`src/rtl/fifo_param_prog.sv`:
```
// fifo_param_prog -- synchronous single-clock FIFO with parametrised width and
// depth, run-time programmable almost-full / almost-empty thresholds, an
// occupancy count and a sticky overflow/underflow error flag.
//
// Parameters:
//   DATA_SIZE  word width in bits
//   MAIN_SIZE  depth in words (power of two, >= 4)
//   PTR_SIZE   log2(MAIN_SIZE)
//
// Ports:
//   clk           rising-edge clock
//   reset         asynchronous active-high reset
//   write         push request
//   read          pop request
//   data_in_push  push data
//   umbral_af     almost-full threshold (quasi-static)
//   umbral_ae     almost-empty threshold (quasi-static)
//   data_out_pop  registered popped word
//   valid_out     data_out_pop holds a word popped at the previous edge
//   occupancy     words stored, 0..MAIN_SIZE
//   fifo_empty    occupancy == 0
//   fifo_full     occupancy == MAIN_SIZE
//   almost_empty  occupancy <= umbral_ae
//   almost_full   occupancy >= umbral_af
//   fifo_pause    back-pressure to upstream, equals almost_full
//   fifo_error    sticky overflow/underflow, cleared only by reset
module fifo_param_prog #(
  parameter int DATA_SIZE = 8,
  parameter int MAIN_SIZE = 8,
  parameter int PTR_SIZE  = 3
) (
  input  logic                 clk,
  input  logic                 reset,
  input  logic                 write,
  input  logic                 read,
  input  logic [DATA_SIZE-1:0] data_in_push,
  input  logic [PTR_SIZE:0]    umbral_af,
  input  logic [PTR_SIZE:0]    umbral_ae,
  output logic [DATA_SIZE-1:0] data_out_pop,
  output logic                 valid_out,
  output logic [PTR_SIZE:0]    occupancy,
  output logic                 fifo_empty,
  output logic                 fifo_full,
  output logic                 almost_empty,
  output logic                 almost_full,
  output logic                 fifo_pause,
  output logic                 fifo_error
);

  localparam logic [PTR_SIZE:0] LP_FULL_CNT = (PTR_SIZE+1)'(MAIN_SIZE);

  logic [DATA_SIZE-1:0] r_mem [MAIN_SIZE];
  logic [PTR_SIZE-1:0]  r_wr_ptr;
  logic [PTR_SIZE-1:0]  r_rd_ptr;
  logic [PTR_SIZE:0]    r_count;
  logic [DATA_SIZE-1:0] r_data_out;
  logic                 r_valid;
  logic                 r_error;

  logic w_empty;
  logic w_full;
  logic w_wa;
  logic w_ra;
  logic w_overflow;
  logic w_underflow;

  assign w_empty = (r_count == '0);
  assign w_full  = (r_count == LP_FULL_CNT);

  // A full FIFO still accepts a push when a pop frees a slot on the same edge.
  assign w_wa        = write & (~w_full | read);
  // An empty FIFO never pops, even with a simultaneous push (no fall-through).
  assign w_ra        = read & ~w_empty;
  assign w_overflow  = write & w_full & ~read;
  assign w_underflow = read & w_empty;

  // Storage array is deliberately left out of reset.
  always_ff @(posedge clk) begin
    if (w_wa) begin
      r_mem[r_wr_ptr] <= data_in_push;
    end
  end

  always_ff @(posedge clk or posedge reset) begin
    if (reset) begin
      r_wr_ptr   <= '0;
      r_rd_ptr   <= '0;
      r_count    <= '0;
      r_data_out <= '0;
      r_valid    <= 1'b0;
      r_error    <= 1'b0;
    end else begin
      if (w_wa) begin
        r_wr_ptr <= r_wr_ptr + 1'b1;
      end

      if (w_ra) begin
        r_data_out <= r_mem[r_rd_ptr];
        r_rd_ptr   <= r_rd_ptr + 1'b1;
        r_valid    <= 1'b1;
      end else begin
        r_valid    <= 1'b0;
      end

      case ({w_wa, w_ra})
        2'b10:   r_count <= r_count + 1'b1;
        2'b01:   r_count <= r_count - 1'b1;
        default: r_count <= r_count;
      endcase

      if (w_overflow | w_underflow) begin
        r_error <= 1'b1;
      end
    end
  end

  // Flags are pure decodes of the count register and live threshold inputs.
  assign occupancy    = r_count;
  assign fifo_empty   = w_empty;
  assign fifo_full    = w_full;
  assign almost_empty = (r_count <= umbral_ae);
  assign almost_full  = (r_count >= umbral_af);
  assign fifo_pause   = almost_full;
  assign fifo_error   = r_error;
  assign data_out_pop = r_data_out;
  assign valid_out    = r_valid;

endmodule

```
`config.mk`:
```
export PLATFORM = sky130hd
export DESIGN_NAME = fifo_param_prog
export DESIGN_NICKNAME = d
export VERILOG_FILES = /design/src/rtl/fifo_param_prog.sv
export SDC_FILE = /design/constraint.sdc
export NUM_CORES = 1
export LEC_CHECK = 0
export ABC_AREA = 1
export ABC_CLOCK_PERIOD_IN_PS = 2300
export CORE_MARGIN = 2
export CORE_UTILIZATION = 31
export CTS_BUF_LIST = sky130_fd_sc_hd__clkbuf_8
export DETAILED_ROUTE_END_ITERATION = 12
export DONT_BUFFER_PORTS = 1
export SLEW_MARGIN = 20
export SYNTH_ARGS = -nofsm -noshare
export SYNTH_HDL_FRONTEND = slang
export SYNTH_SLANG_ARGS = --single-unit
```
`constraint.sdc`:
```
create_clock -name clk -period 2.3 [get_ports clk]
set_input_delay 0.69 -clock clk [delete_from_list [all_inputs] [get_ports clk]]
set_output_delay 0.69 -clock clk [all_outputs]
set_load 0.05 [all_outputs]
```
==> flow_summary.json <==
{
  "status": "finished with violations",
  "insertion_delay_ps": 350,
  "power.density_nw_per_um2": 1376,
  "area_delta_synth_final_pct": 15.27,
  "slowest_cell_delay_on_critical_path_ps": 450,
  "synth-seq-cells": 84,
  "stdcell_count": 513,
  "most_frequent_standard_cell_in_the_layout_excluding_fill_and_tap_cells": "sky130_fd_sc_hd__nor2_1",
  "failing_checks": "setup timing",
  "critPathMaxFanout": 4,
  "vertical_die_dimension_um": 113.9,
  "route.antenna.remaining_nets": 0,
  "nets": 394,
  "layout.cells.most_common_list": "sky130_fd_sc_hd__nor2_1, sky130_fd_sc_hd__edfxtp_1, sky130_fd_sc_hd__nand2_1, sky130_fd_sc_hd__o21ai_0, sky130_fd_sc_hd__nand3_1",
  "pin_count_of_the_biggest_net_entering_global_routing": 35,
  "crit_slowest_cell": "sky130_fd_sc_hd__dfrtp_2",
  "vias": 2390,
  "synth_top_flop_cell": "sky130_fd_sc_hd__edfxtp_1",
  "timing.final.hold_violations": 0,
  "average_via_count_per_standard_cell": 4.659,
  "synth_warn": 0,
  "fin_setup_tns_ps": -53.82,
  "antenna_found_initial": 0,
  "core_area_sq_um": 11910,
  "synth.distinct_cells": 30,
  "clkTransAtPathRegs_ps": 80,
  "static_leak_nw": 1.700,
  "cts.sinks": 84,
  "grt_setup_unrepaired": "yes",
  "final_min_period_over_clock_period_pct": 101.2,
  "cts_stage_hold_buffer_count": 0,
  "numPlacedInstances": 495,
  "clk_path_buf_depth": 2,
  "place.port_buffers": 0,
  "register_area_sq_um": 2427,
  "drt_wl_total_um": 7949,
  "global_route.usage.total_pct": 12.90,
  "async_reset_ff_share_pct": 23.81,
  "multi_input_comb_area_sq_um": 1179,
  "critical_path.cell_chain": "ha_4 -> inv_2 -> nor2_1 -> o211ai_1 -> nand3_4 -> buf_12",
  "layout-drive-gt1-share_pct": 18.03,
  "hold_path_class": "in2async",
  "period_minus_slack_ps": 2327,
  "postLayoutSetupSlackWorst_ps": -27.08,
  "yosys.area.top_type_share_pct": 51.32,
  "tritoncts": "yes",
  "worst-endpoint-arrival_ps": 1640,
  "floorplan.initialDensity_pct": 31.44,
  "fillers": 1176,
  "net_count_after_synthesis": 373,
  "die-width_um": 113.9,
  "dieArea_sq_um": 12980,
  "drc": 0,
  "finalSetupViolations": 2,
  "end_kind": "output port",
  "drv_cap": 0,
  "diodes": 0,
  "syn_area_sq_um": 3745,
  "detailed_place_hpwl_um": 5086,
  "tightest_slew_ps": 757.5,
  "maxSlewViolCount": 0,
  "critical_path_required_ps": 1610,
  "first_global_vias": 2402,
  "path_class": "reg2out",
  "clock_tree.root_cell": "sky130_fd_sc_hd__clkbuf_8",
  "floorplan.rows": 40,
  "cts_buffers": 9,
  "synthesis.instances": 340,
  "timing.fmax_ghz": 0.4297,
  "finalHoldWorstSlack_ps": 353.9,
  "synth_sequential_area_ratio_pct": 64.68,
  "synth_edf_count": 64,
  "cts_h_tree_depth": 3,
  "ioPinCount": 39,
  "gpl.final_weighted_congestion": 0.7098,
  "synth.top_cells.by_area": "sky130_fd_sc_hd__edfxtp_1, sky130_fd_sc_hd__dfrtp_1, sky130_fd_sc_hd__nor2_1, sky130_fd_sc_hd__o21ai_0, sky130_fd_sc_hd__ha_1",
  "skew_ps": 6.962,
  "grt-ovfl-total": 0,
  "drtIter0Drc": 201,
  "yosysTopAreaCell": "sky130_fd_sc_hd__edfxtp_1",
  "max_slew_headroom_at_the_worst_pin_pct": 49.45,
  "global_route_wire_length_before_repair_um": 12740,
  "category_of_the_worst_setup_path_launch_point": "flop",
  "synth_area_per_cell_sq_um": 11.01,
  "initial_drt_pass_iterations": 4,
  "vdd_drop_max_uv": 357.2,
  "wl_per_cell_um": 15.50
}
## sequential cells by signal, summed over array words and instances, names as in the netlist
register	count
data_out_pop	8
fifo_error	1
r_wr_ptr	3
occupancy	4
r_mem	64
r_rd_ptr	3
valid_out	1
## worst paths after layout
path | start | cells past startpoint | endpoint | slack [ps]
worst max-delay path | occupancy[1] | 6 | almost_full | -30
worst min-delay path | reset | 1 | data_out_pop[1] | 350
worst max register to register | occupancy[1] | 12 | occupancy[2] | 180
worst min register to register | r_wr_ptr[2] | 1 | r_wr_ptr[2] | 530
max in group asynchronous | reset | 1 | occupancy[0] | 1420
min in group clk | data_in_push[0] | 0 | r_mem[2][0] | 420
## critical path: cells and delay by family, from the launching register on
family | cells | cell delay, ps
flops | 1 | 450
fa+ha+maj | 1 | 230
buf+inv | 2 | 210
compound gates | 1 | 250
simple gates | 2 | 140
## metal layers
metal | vias up | GRT usage, % | wire length (um)
met2 | 62 | 21.28 | 3821
met1 | 1126 | 16.38 | 3441
li1 | 1190 | - | -
met3 | 12 | 3.188 | 552
met5 | - | 0 | 0
met4 | 0 | 5.122 | 133
## kinds of logic after synthesis
family	synth area share, %
fa+ha+maj	4.344
xor+xnor	1.403
compound gates	6.148
simple gates	17.67
buf+inv	5.746
flops	64.68
## power by group
group	internal (mW)	switching [mW]	total, mW
Clock	0.607	0.524	1.13
Sequential	1.95	0.457	2.41
Combinational	0.826	1.57	2.40
## area by class of cell
type / instances / area share (%)
clock buffers: 9 / 2.870
repair buffers: 23 / 4.580
multi-input cells: 215 / 27.30
flip-flops and latches: 84 / 56.23
inverters: 28 / 2.667
clock inverters: 7 / 2.087
well taps: 147 / 4.261
## what timing repair did
action | in CTS | in global routing
buffers inserted | 1 | 1
setup endpoints to repair | 3 | 3
resized for setup | 1 | 4
pin swaps | 5 | 3
## metrics by stage
stage | total power [mW] | cell area (sq um) | util, % | worst slack (ps)
6_report | 5.941 | 4317 | 36.24 | -27.08
5_1_grt | 6.329 | 4317 | 36.24 | -87.74
4_1_cts | 5.952 | 4285 | 35.98 | -58.38
3_5_place_dp | 4.811 | 4064 | 34.12 | 80.03
3_3_place_gp | 4.746 | 4064 | 34.12 | 92.71
2_1_floorplan | 4.230 | 3812 | - | -45.78
## Yosys cell counts (2+ instances only)
| cell | count |
|---|---|
| sky130_fd_sc_hd__nor2_1 | 76 |
| sky130_fd_sc_hd__edfxtp_1 | 64 |
| sky130_fd_sc_hd__nand2_1 | 40 |
| sky130_fd_sc_hd__o21ai_0 | 37 |
| sky130_fd_sc_hd__nand3_1 | 26 |
| sky130_fd_sc_hd__inv_1 | 23 |
| sky130_fd_sc_hd__dfrtp_1 | 20 |
| sky130_fd_sc_hd__ha_1 | 13 |
| sky130_fd_sc_hd__a21oi_1 | 4 |
| sky130_fd_sc_hd__buf_6 | 4 |
| sky130_fd_sc_hd__xor2_1 | 4 |
| sky130_fd_sc_hd__buf_4 | 3 |
| sky130_fd_sc_hd__clkbuf_2 | 3 |
| sky130_fd_sc_hd__inv_2 | 3 |
| sky130_fd_sc_hd__nand3_2 | 3 |
| sky130_fd_sc_hd__buf_2 | 2 |
| sky130_fd_sc_hd__xnor2_1 | 2 |
Power figures use the tool's default switching activity.
